<file path="src/rtl/branch_pkg.sv">
// branch_pkg: B-type funct3 encodings, saturating counter helpers and default counter reset value
package branch_pkg;
  localparam logic [2:0] F3_BEQ  = 3'b000;
  localparam logic [2:0] F3_BNE  = 3'b001;
  localparam logic [2:0] F3_BLT  = 3'b100;
  localparam logic [2:0] F3_BGE  = 3'b101;
  localparam logic [2:0] F3_BLTU = 3'b110;
  localparam logic [2:0] F3_BGEU = 3'b111;
  localparam int CTR_INIT_DEF = 1;
  function automatic int unsigned ctr_inc(input int unsigned v, input int unsigned mx);
    return (v >= mx) ? mx : v + 1;
  endfunction
  function automatic int unsigned ctr_dec(input int unsigned v);
    return (v == 0) ? 0 : v - 1;
  endfunction
endpackage

</file>
<file path="src/rtl/branch_cond_eval.sv">
// branch_cond_eval: combinational B-type condition from rs1-rs2 flags, flags reserved funct3 010/011
module branch_cond_eval
  import branch_pkg::*;
(
  input  logic [2:0] i_funct3,
  input  logic       i_zero,
  input  logic       i_carry,
  input  logic       i_overflow,
  input  logic       i_sign,
  output logic       o_cond,
  output logic       o_illegal
);
  assign o_illegal = (i_funct3[2:1] == 2'b01);
  assign o_cond = (i_funct3 == F3_BEQ)  ?  i_zero :
                  (i_funct3 == F3_BNE)  ? ~i_zero :
                  (i_funct3 == F3_BLT)  ? (i_sign != i_overflow) :
                  (i_funct3 == F3_BGE)  ? (i_sign == i_overflow) :
                  (i_funct3 == F3_BLTU) ? ~i_carry :
                  (i_funct3 == F3_BGEU) ?  i_carry : 1'b0;
endmodule

</file>
<file path="src/rtl/branch_predict_resolve.sv">
// branch_predict_resolve: BHT lookup + B-type resolution with flush/redirect; BRANCH_PERF_EN adds perf counters
module branch_predict_resolve
  import branch_pkg::*;
#(
  parameter int XLEN      = 32,
  parameter int BHT_IDX_W = 6,
  parameter int CTR_W     = 2,
  parameter int CTR_INIT  = CTR_INIT_DEF
) (
  input  logic            clk,
  input  logic            rst_n,
  input  logic            pred_valid_i,
  input  logic [XLEN-1:0] pred_pc_i,
  output logic            pred_valid_o,
  output logic            pred_taken_o,
  input  logic            res_valid_i,
  input  logic [XLEN-1:0] res_pc_i,
  input  logic [2:0]      res_funct3_i,
  input  logic [XLEN-1:0] res_target_i,
  input  logic            res_pred_taken_i,
  input  logic            zero_i,
  input  logic            carry_i,
  input  logic            overflow_i,
  input  logic            sign_i,
  output logic            taken_o,
  output logic            flush_o,
  output logic [XLEN-1:0] redirect_pc_o,
`ifdef BRANCH_PERF_EN
  output logic [31:0]     br_count_o,
  output logic [31:0]     mispred_count_o,
`endif
  output logic            illegal_o
);
  localparam int DEPTH = 1 << BHT_IDX_W;
  localparam int unsigned CTR_MAX = (1 << CTR_W) - 1;
  logic [CTR_W-1:0] r_bht [DEPTH];
  logic r_pred_valid, r_pred_taken, r_taken, r_flush, r_illegal;
  logic [XLEN-1:0] r_redirect;
  logic w_cond, w_ill, w_legal, w_flush, w_pv, w_unused;
  logic [BHT_IDX_W-1:0] w_pidx, w_ridx;
  logic [CTR_W-1:0] w_ctr, w_ctr_nx;
  branch_cond_eval u_cond (
    .i_funct3  (res_funct3_i),
    .i_zero    (zero_i),
    .i_carry   (carry_i),
    .i_overflow(overflow_i),
    .i_sign    (sign_i),
    .o_cond    (w_cond),
    .o_illegal (w_ill)
  );
  assign w_pidx   = pred_pc_i[BHT_IDX_W+1:2];
  assign w_ridx   = res_pc_i[BHT_IDX_W+1:2];
  assign w_legal  = res_valid_i & ~w_ill;
  assign w_flush  = w_legal & (w_cond != res_pred_taken_i);
  assign w_pv     = pred_valid_i & ~w_flush;
  assign w_ctr    = r_bht[w_ridx];
  assign w_ctr_nx = w_cond ? CTR_W'(ctr_inc(32'(w_ctr), CTR_MAX)) : CTR_W'(ctr_dec(32'(w_ctr)));
  assign w_unused = ^{pred_pc_i[XLEN-1:BHT_IDX_W+2], pred_pc_i[1:0],
                      res_pc_i[XLEN-1:BHT_IDX_W+2], res_pc_i[1:0]};
  // lookup reads the table before this edge's update lands (read-before-write)
  always_ff @(posedge clk) begin
    if (!rst_n) begin
      for (int i = 0; i < DEPTH; i++) r_bht[i] <= CTR_W'(CTR_INIT);
      r_pred_valid <= 1'b0;
      r_pred_taken <= 1'b0;
      r_taken      <= 1'b0;
      r_flush      <= 1'b0;
      r_illegal    <= 1'b0;
      r_redirect   <= '0;
    end else begin
      r_pred_valid <= w_pv;
      r_pred_taken <= w_pv & r_bht[w_pidx][CTR_W-1];
      r_taken      <= w_legal & w_cond;
      r_flush      <= w_flush;
      r_illegal    <= res_valid_i & w_ill;
      if (w_legal) begin
        r_redirect    <= w_cond ? res_target_i : res_pc_i + XLEN'(4);
        r_bht[w_ridx] <= w_ctr_nx;
      end
    end
  end
`ifdef BRANCH_PERF_EN
  logic [31:0] r_br_cnt, r_mis_cnt;
  always_ff @(posedge clk) begin
    if (!rst_n) begin
      r_br_cnt  <= '0;
      r_mis_cnt <= '0;
    end else begin
      r_br_cnt  <= r_br_cnt + 32'(w_legal);
      r_mis_cnt <= r_mis_cnt + 32'(w_flush);
    end
  end
  assign br_count_o      = r_br_cnt;
  assign mispred_count_o = r_mis_cnt;
`endif
  assign pred_valid_o  = r_pred_valid;
  assign pred_taken_o  = r_pred_taken;
  assign taken_o       = r_taken;
  assign flush_o       = r_flush;
  assign illegal_o     = r_illegal;
  assign redirect_pc_o = r_redirect;
endmodule
</file>
<file path="config.mk">
export PLATFORM = sky130hd
export DESIGN_NAME = branch_predict_resolve
export DESIGN_NICKNAME = d
export VERILOG_FILES = /design/src/rtl/branch_pkg.sv /design/src/rtl/branch_cond_eval.sv /design/src/rtl/branch_predict_resolve.sv
export SDC_FILE = /design/constraint.sdc
export NUM_CORES = 1
export LEC_CHECK = 0
export BUFFER_PORTS_ARGS = -buffer_cell sky130_fd_sc_hd__buf_4
export CAP_MARGIN = 20
export CELL_PAD_IN_SITES_DETAIL_PLACEMENT = 2
export CELL_PAD_IN_SITES_GLOBAL_PLACEMENT = 2
export CORE_MARGIN = 2
export CORE_UTILIZATION = 37
export CTS_CLUSTER_DIAMETER = 150
export DETAILED_ROUTE_END_ITERATION = 8
export PLACE_DENSITY_LB_ADDON = 0.1
export SLEW_MARGIN = 5
export SYNTH_ARGS = -nofsm -noshare
export SYNTH_HDL_FRONTEND = slang
export SYNTH_HIERARCHICAL = 1
export SYNTH_SLANG_ARGS = --single-unit
</file>
<file path="constraint.sdc">
create_clock -name clk -period 3.45 [get_ports clk]
set_clock_uncertainty 0.1 [all_clocks]
set_input_delay 0.5175 -clock clk [delete_from_list [all_inputs] [get_ports clk]]
set_output_delay 0.5175 -clock clk [all_outputs]
set_load 0.05 [all_outputs]
</file>
==> impl_results.md, run 1 <==
* WHS Endpoint: pred_valid_o
* Vias in the first global route at 8570
* Most common cell after layout, fill and taps aside: buf_4
* Fmax at 0.311 GHz
* Crit end category: flop
* Max-slew headroom at 31.3%
* Synth warnings at 6
* Global-route wire length before repair at 52700 um
* Drt initial violations at 631
* Worst slew pin tran at 1.03 ns
* Maximum clock path buffer count at 2
* GPL Wtd Cong at 0.838
* Pins Over Slew Limit at 0
* CTS Hold Buffers Added at 0
* Drt wl/cell at 26.2 um
* RR Startpoint: r_bht[12][0]
* Row Count at 57
* DR pass1 iterations at 7
* Final setup viols at 0
* Critical R2R Capture: r_bht[53][1]
* Largest net degree at the start of global routing at 102
* Yosys top cell by area: edfxtp_1
* Tcrit/Tclk final at 93.2%
* Fill cell count at 2495
* Crit. Startpoint: res_pc_i[2]
* Ranking of synthesized cells by area: edfxtp_1 (42%), mux4_2 (8.1%), dfxtp_1 (8.1%), o21ai_0 (4.5%), nand2_1 (3.8%)
* Register area share after synthesis at 50.1%
* Initial antenna violation count at 1
* Post-layout min period at 3.22 ns
* Setup Buffers After CTS at 0
* DRT antenna net count at 0
* Crit path max fanout at 16
* Min-Delay Path Class: in2reg
* Chip Width at 161 um
* Dpl cell area at 0.0106 mm^2
* Final nets at 1083
* Critical Path AT at 3.28 ns
* Buffers on Ports at 118
* CORE AREA at 0.0243 mm^2
* Critical path launch point type: input port
* Syn Inst Count at 860
* Max-Cap Viols at 0
* DRC at 0
* Avg Vias per Cell at 6.03
* Status: finished clean
* FF-to-FF setup slack at 0.36 ns
* Hold Crit Depth at 2
* P&R area growth vs syn at 22.2%
* VDD IR-drop max at 0.000306 V
* DIE AREA at 0.0260 mm^2
* Root Buffer: clkbuf_16
* GRT overflow at 0
* Synth cell types at 57
* Via count at 7911
* Register bit total from synthesis at 165
* Share of the synthesized area in the top cell type at 42.0%
* Placed Cells at 1279
* Leakage Power at 3.87 nW
* Most frequent cells in the layout: buf_4 (182), edfxtp_1 (128), nand2_1 (93)
* WP data required at 3.51 ns
* Primary FF master, synth: edfxtp_1
* Design area at 0.0112 mm^2
* EDFF count, synth at 128
* Synth Net Count at 969
* Non-filler cells, final at 1311
* Final Hold Viols at 0
* RSZ-0062 raised after global routing: no
* N_diodes at 0
* H-tree depth at 4
* Tot Pwr at 5.20 mW
* CTS tree: built
* Hpwl dp at 23700 um
* Starting Density at 37.7%
* WL final at 34300 um
* WS Path Type: in2reg
* Layout Utilization at 46.0%
* Post-Synthesis Cell Area at 0.00916 mm^2
* Mean area per synthesized cell at 10.6 um^2
* Hold_ws at 0.230 ns
* R2R cell count at 9
* Layout cells sized above 1 at 27.5%
* Clock transition at path regs at 0.07 ns
* Post-synth ARST share at 0%
* Resize count post-CTS at 0
* Die Y at 161 um
* Clock sink count at 165
* Hold wc startpoint: pred_valid_i
* IO Pins at 145
* P per Cell Area at 464 mW/mm^2
* TritonCTS Buffers at 17
* Worst-Skew Late Latency at 0.44 ns
* Total Routing Usage GR at 27.0%
-- cell families (layout without fill, tap and decap cells) --
| family | count (synthesis) | count (layout) | synth area share (%) |
|---|---|---|---|
| and+or+nand+nor | 339 | 339 | 18.5 |
| AOI/OAI and AO/OA | 156 | 156 | 10.9 |
| muxes | 68 | 68 | 12.1 |
| DFF | 165 | 165 | 50.1 |
| xor gates and xnor gates | 33 | 33 | 3.16 |
| buffers and inverters | 96 | 223 | 4.92 |
| adders and majority gates | 3 | 3 | 0.369 |
-- power by group --
group          internal [mW]  leakage, nW  switching [mW]
clock network           1.09        0.286           0.886
registers               2.20         1.45          0.0394
logic                  0.350         2.13           0.632
total                   3.64         3.87            1.56
-- metrics by stage --
step                setup TNS, ns  worst slack, ns
finish                          0            0.234
global route                    0            0.147
CTS                             0            0.307
detailed placement          -9.32           -0.138
global placement            -1.29          -0.0483
floorplan                       0            0.344
-- cell usage after synthesis (15+ instances only) --
cell type and count:
nand4_1 41, nand3_1 29, xnor2_1 18, and3_1 17, mux2i_1 24, nor3_1 68
o21ai_0 83, mux4_2 33, clkbuf_1 56, xor2_1 15, edfxtp_1 128, nand2_1 93
buf_2 18, nor2b_1 19, dfxtp_1 37, nor2_1 40
-- how the worst max path moves through the flow --
| stage | endpoint | slack (ns) | depth (start not counted) |
|---|---|---|---|
| 4_1_cts | r_bht[53][1] | 0.31 | 11 |
| 5_1_grt | r_bht[58][0] | 0.15 | 11 |
| 3_5_place_dp | r_bht[59][1] | -0.14 | 10 |
| 2_1_floorplan | pred_taken_o | 0.34 | 6 |
| 6_report | r_bht[53][1] | 0.23 | 10 |
| 3_3_place_gp | r_bht[19][0] | -0.05 | 9 |
-- flip-flops by register name, indices dropped and copies added (netlist names) --
name / flops
redirect_pc_o: 32
taken_o: 1
r_bht: 128
pred_taken_o: 1
pred_valid_o: 1
illegal_o: 1
flush_o: 1
-- critical path, cell delays in order --
cell and delay [ns]:
buf_4 0.29, mux2_2 0.38, a32o_1 0.25, a221oi_1 0.44, o22ai_1 0.20, buf_4 0.18
nor4_1 0.33, maj3_2 0.35, buf_4 0.24, nor3_1 0.09
-- metal layers --
metal | global-route usage, % | up-vias | part of all wire [%]
met2 | 45.4 | 303 | 50
li1 | - | 3476 | -
met1 | 34.6 | 4056 | 41
met5 | 0 | - | 0.023
met3 | 5.50 | 74 | 6.3
met4 | 9.54 | 2 | 2.9
-- final cells by class --
class / instances / area, um^2 / share of cell area [%]
Sequential cell: 165 / 4580 / 41.0
Multi-Input combinational cell: 599 / 4150 / 37.0
Timing Repair Buffer: 186 / 1450 / 12.9
Clock buffer: 17 / 425 / 3.80
Tap cell: 324 / 405 / 3.62
Clock inverter: 15 / 169 / 1.51
Inverter: 5 / 18.8 / 0.168
Power figures use the tool's default switching activity.
==> run 2, diff against run 1 <==
- ABC_AREA: default -> 1
- CORE_ASPECT_RATIO: default -> 1.5
- CORE_UTILIZATION: 37 -> 32
==> impl_results.md, run 2 <==
* Total Routing Usage GR at 25.2% (was 27.0%)
* DR pass1 iterations at 4 (was 7)
* Via count at 10.0k (was 7911)
* Buffers on Ports at 118 (unchanged)
* Mux share of post-synthesis cell area at 0% (was 12.1%)
* Resize count post-CTS at 0 (unchanged)
* Status: finished clean (unchanged)
* Drt wl/cell at 20.3 um (was 26.2 um)
* Max-slew headroom at 34.7% (was 31.3%)
* Drt initial violations at 369 (was 631)
* Pins Over Slew Limit at 0 (unchanged)
* Synth cell types at 34 (was 57)
* Vias in the first global route at 11.3k (was 8570)
* Final nets at 1640 (was 1083)
* Leakage Power at 4.99 nW (was 3.87 nW)
* Post-Synthesis Cell Area at 0.0100 mm^2 (was 0.00916 mm^2)
* Synth cell count leaders: nand2_1 (505), nor2_1 (232), inv_1 (150) (was edfxtp_1 (128), nand2_1 (93), o21ai_0 (83))
* Max reg flops at 128 (unchanged)
* Fill cell count at 3747 (was 2495)
* Most frequent cells in the layout: nand2_1 (504), nor2_1 (232), inv_1 (149) (was buf_4 (182), edfxtp_1 (128), nand2_1 (93))
* DRC at 0 (unchanged)
* Worst slew pin tran at 0.980 ns (was 1.03 ns)
* Worst-Skew Late Latency at 0.46 ns (was 0.44 ns)
* Crit path max fanout at 27 (was 16)
* RSZ-0062 raised after global routing: no (unchanged)
* P&R area growth vs syn at 19.0% (was 22.2%)
* Die Y at 221 um (was 161 um)
* Setup Buffers After CTS at 0 (unchanged)
* GR Util met2 at 49.8% (was 45.4%)
* DRT antenna net count at 0 (unchanged)
* Register bit total from synthesis at 165 (unchanged)
* Fin Setup TNS at 0 ns (unchanged)
* Primary FF master, synth: edfxtp_1 (unchanged)
* Yosys top cell by area: edfxtp_1 (unchanged)
* IO Pins at 145 (unchanged)
* Multi-input gate area at 0.00448 mm^2 (was 0.00415 mm^2)
* WS Path Type: in2reg (unchanged)
* Final setup viols at 0 (unchanged)
* Layout Utilization at 38.6% (was 46.0%)
* Post-layout min period at 2.67 ns (was 3.22 ns)
* Mean area per synthesized cell at 6.96 um^2 (was 10.6 um^2)
* P per Cell Area at 437 mW/mm^2 (was 464 mW/mm^2)
* Final Hold Viols at 0 (unchanged)
* Ranking of synthesized cells by area: edfxtp_1 (38%), nand2_1 (19%), nor2_1 (8.7%), dfxtp_1 (7.4%), nand3_1 (6.2%) (was edfxtp_1 (42%), mux4_2 (8.1%), dfxtp_1 (8.1%), o21ai_0 (4.5%), nand2_1 (3.8%))
* CTS Hold Buffers Added at 0 (unchanged)
* Largest net degree at the start of global routing at 78 (was 102)
* CTS tree: built (unchanged)
* Avg Vias per Cell at 5.15 (was 6.03)
* Most frequent cell after synthesis: nand2_1 (was edfxtp_1)
* Largest family of logic cells by synthesized area: simple AND/OR/NAND/NOR gates (unchanged)
* Sequential Area at 0.00458 mm^2 (unchanged)
* Chip Width at 149 um (was 161 um)
* WL final at 39500 um (was 34300 um)
* Critical path launch point type: input port (unchanged)
* DIE AREA at 0.0328 mm^2 (was 0.0260 mm^2)
* Min-Delay Path Class: in2reg (unchanged)
* Hpwl dp at 27900 um (was 23700 um)
* Post-synthesis compound-gate area fraction at 7.30% (was 10.9%)
* Synth Area in Adders at 0.125% (was 0.369%)
* Grt peak-use layer: met2 (unchanged)
* FF-to-FF setup slack at 1.02 ns (was 0.36 ns)
* Synth warnings at 6 (unchanged)
* Most common cell after layout, fill and taps aside: nand2_1 (was buf_4)
* Met1 GRT Util at 26.0% (was 34.6%)
* GRT overflow at 0 (unchanged)
* WP data required at 3.55 ns (was 3.51 ns)
* Non-filler cells, final at 1949 (was 1311)
* Global-route wire length before repair at 61700 um (was 52700 um)
* Tcrit/Tclk final at 77.3% (was 93.2%)
* Clock transition at path regs at 0.07 ns (about the same)
* EDFF count, synth at 128 (unchanged)
* Fraction of synthesized cell area in xor and xnor cells at 0.699% (was 3.16%)
* Biggest register: r_bht (unchanged)
* Starting Density at 32.4% (was 37.7%)
* N_diodes at 0 (unchanged)
* GPL Wtd Cong at 0.805 (was 0.838)
* Initial antenna violation count at 0 (was 1)
* Register area share after synthesis at 45.7% (was 50.1%)
* Share of the synthesized area in the top cell type at 38.3% (was 42.0%)
* Max-Cap Viols at 0 (unchanged)
* H-tree depth at 4 (unchanged)
* Simple-gate portion of the synthesized area at 36.5% (was 18.5%)
* Post-synth ARST share at 0% (unchanged)
* Maximum clock path buffer count at 2 (unchanged)
* Synth Net Count at 1549 (was 969)
* Grt met3 use at 4.39% (was 5.50%)
* Placed Cells at 1917 (was 1279)
* Fmax at 0.375 GHz (was 0.311 GHz)
* TritonCTS Buffers at 17 (unchanged)
* Clock sink count at 165 (unchanged)
* Layout cells sized above 1 at 12.6% (was 27.5%)
* Critical Path AT at 2.77 ns (was 3.28 ns)
* Row Count at 79 (was 57)
* Syn Inst Count at 1440 (was 860)
* VDD IR-drop max at 0.000365 V (was 0.000306 V)
* Root Buffer: clkbuf_16 (unchanged)
* Crit end category: flop (unchanged)
* CORE AREA at 0.0309 mm^2 (was 0.0243 mm^2)
## run 2: power by group
part	total, mW	internal (mW)	switching [mW]
Clock	1.96	1.07	0.885
Combinational	1.03	0.305	0.728
Sequential	2.23	2.20	0.0316
## run 2: worst paths after layout
check,from,depth (start not counted),endpoint
setup / recovery,res_pc_i[3],16,r_bht[22][1]
hold / removal,res_valid_i,3,illegal_o
setup reg to reg,r_bht[38][1],13,r_bht[22][1]
hold reg to reg,redirect_pc_o[24],2,redirect_pc_o[24]
## run 2: metrics by stage
stage                     instance area, um^2  power [mW]  worst slack [ns]  hold slack [ns]
after floorplan                         10000        2.88              1.17            0.531
after global placement                  11300        3.29             0.400            0.354
after detailed placement                11300        3.32             0.305            0.360
after CTS                               11900        5.27             0.771            0.180
after global routing                    11900        5.41             0.609            0.208
final                                   11900        5.22             0.782            0.193
## run 2: cell type report
class / count / share of cell area, %
Sequential cell: 165 / 38.4
Multi-Input combinational cell: 1047 / 37.5
Timing Repair Buffer: 147 / 10.1
Inverter: 153 / 4.81
Tap cell: 405 / 4.25
Clock buffer: 18 / 3.60
Clock inverter: 14 / 1.29
## run 2: kinds of logic after synthesis
logic type      Yosys count
compound gates          133
xor+xnor                  8
fa+ha+maj                 1
buf+inv                 228
flops                   165
simple gates            905
## run 2: critical path: stages
cell	delay (ns)
buf_4	0.24
inv_2	0.23
buf_4	0.27
nand2_1	0.09
nand2_1	0.05
nand2_1	0.07
nand2_1	0.08
nand2_1	0.07
nand2_1	0.04
nor2_1	0.19
nand2_1	0.10
nand2_2	0.10
nand2_1	0.11
nand2_4	0.27
buf_12	0.24
nor2_1	0.07
## run 2: routing by layer
metal  share of wire, %  vias to the layer above
met5                  0                        -
met4                3.4                        0
met3                3.8                       65
met2                 56                      188
met1                 37                     5037
li1                   -                     4753
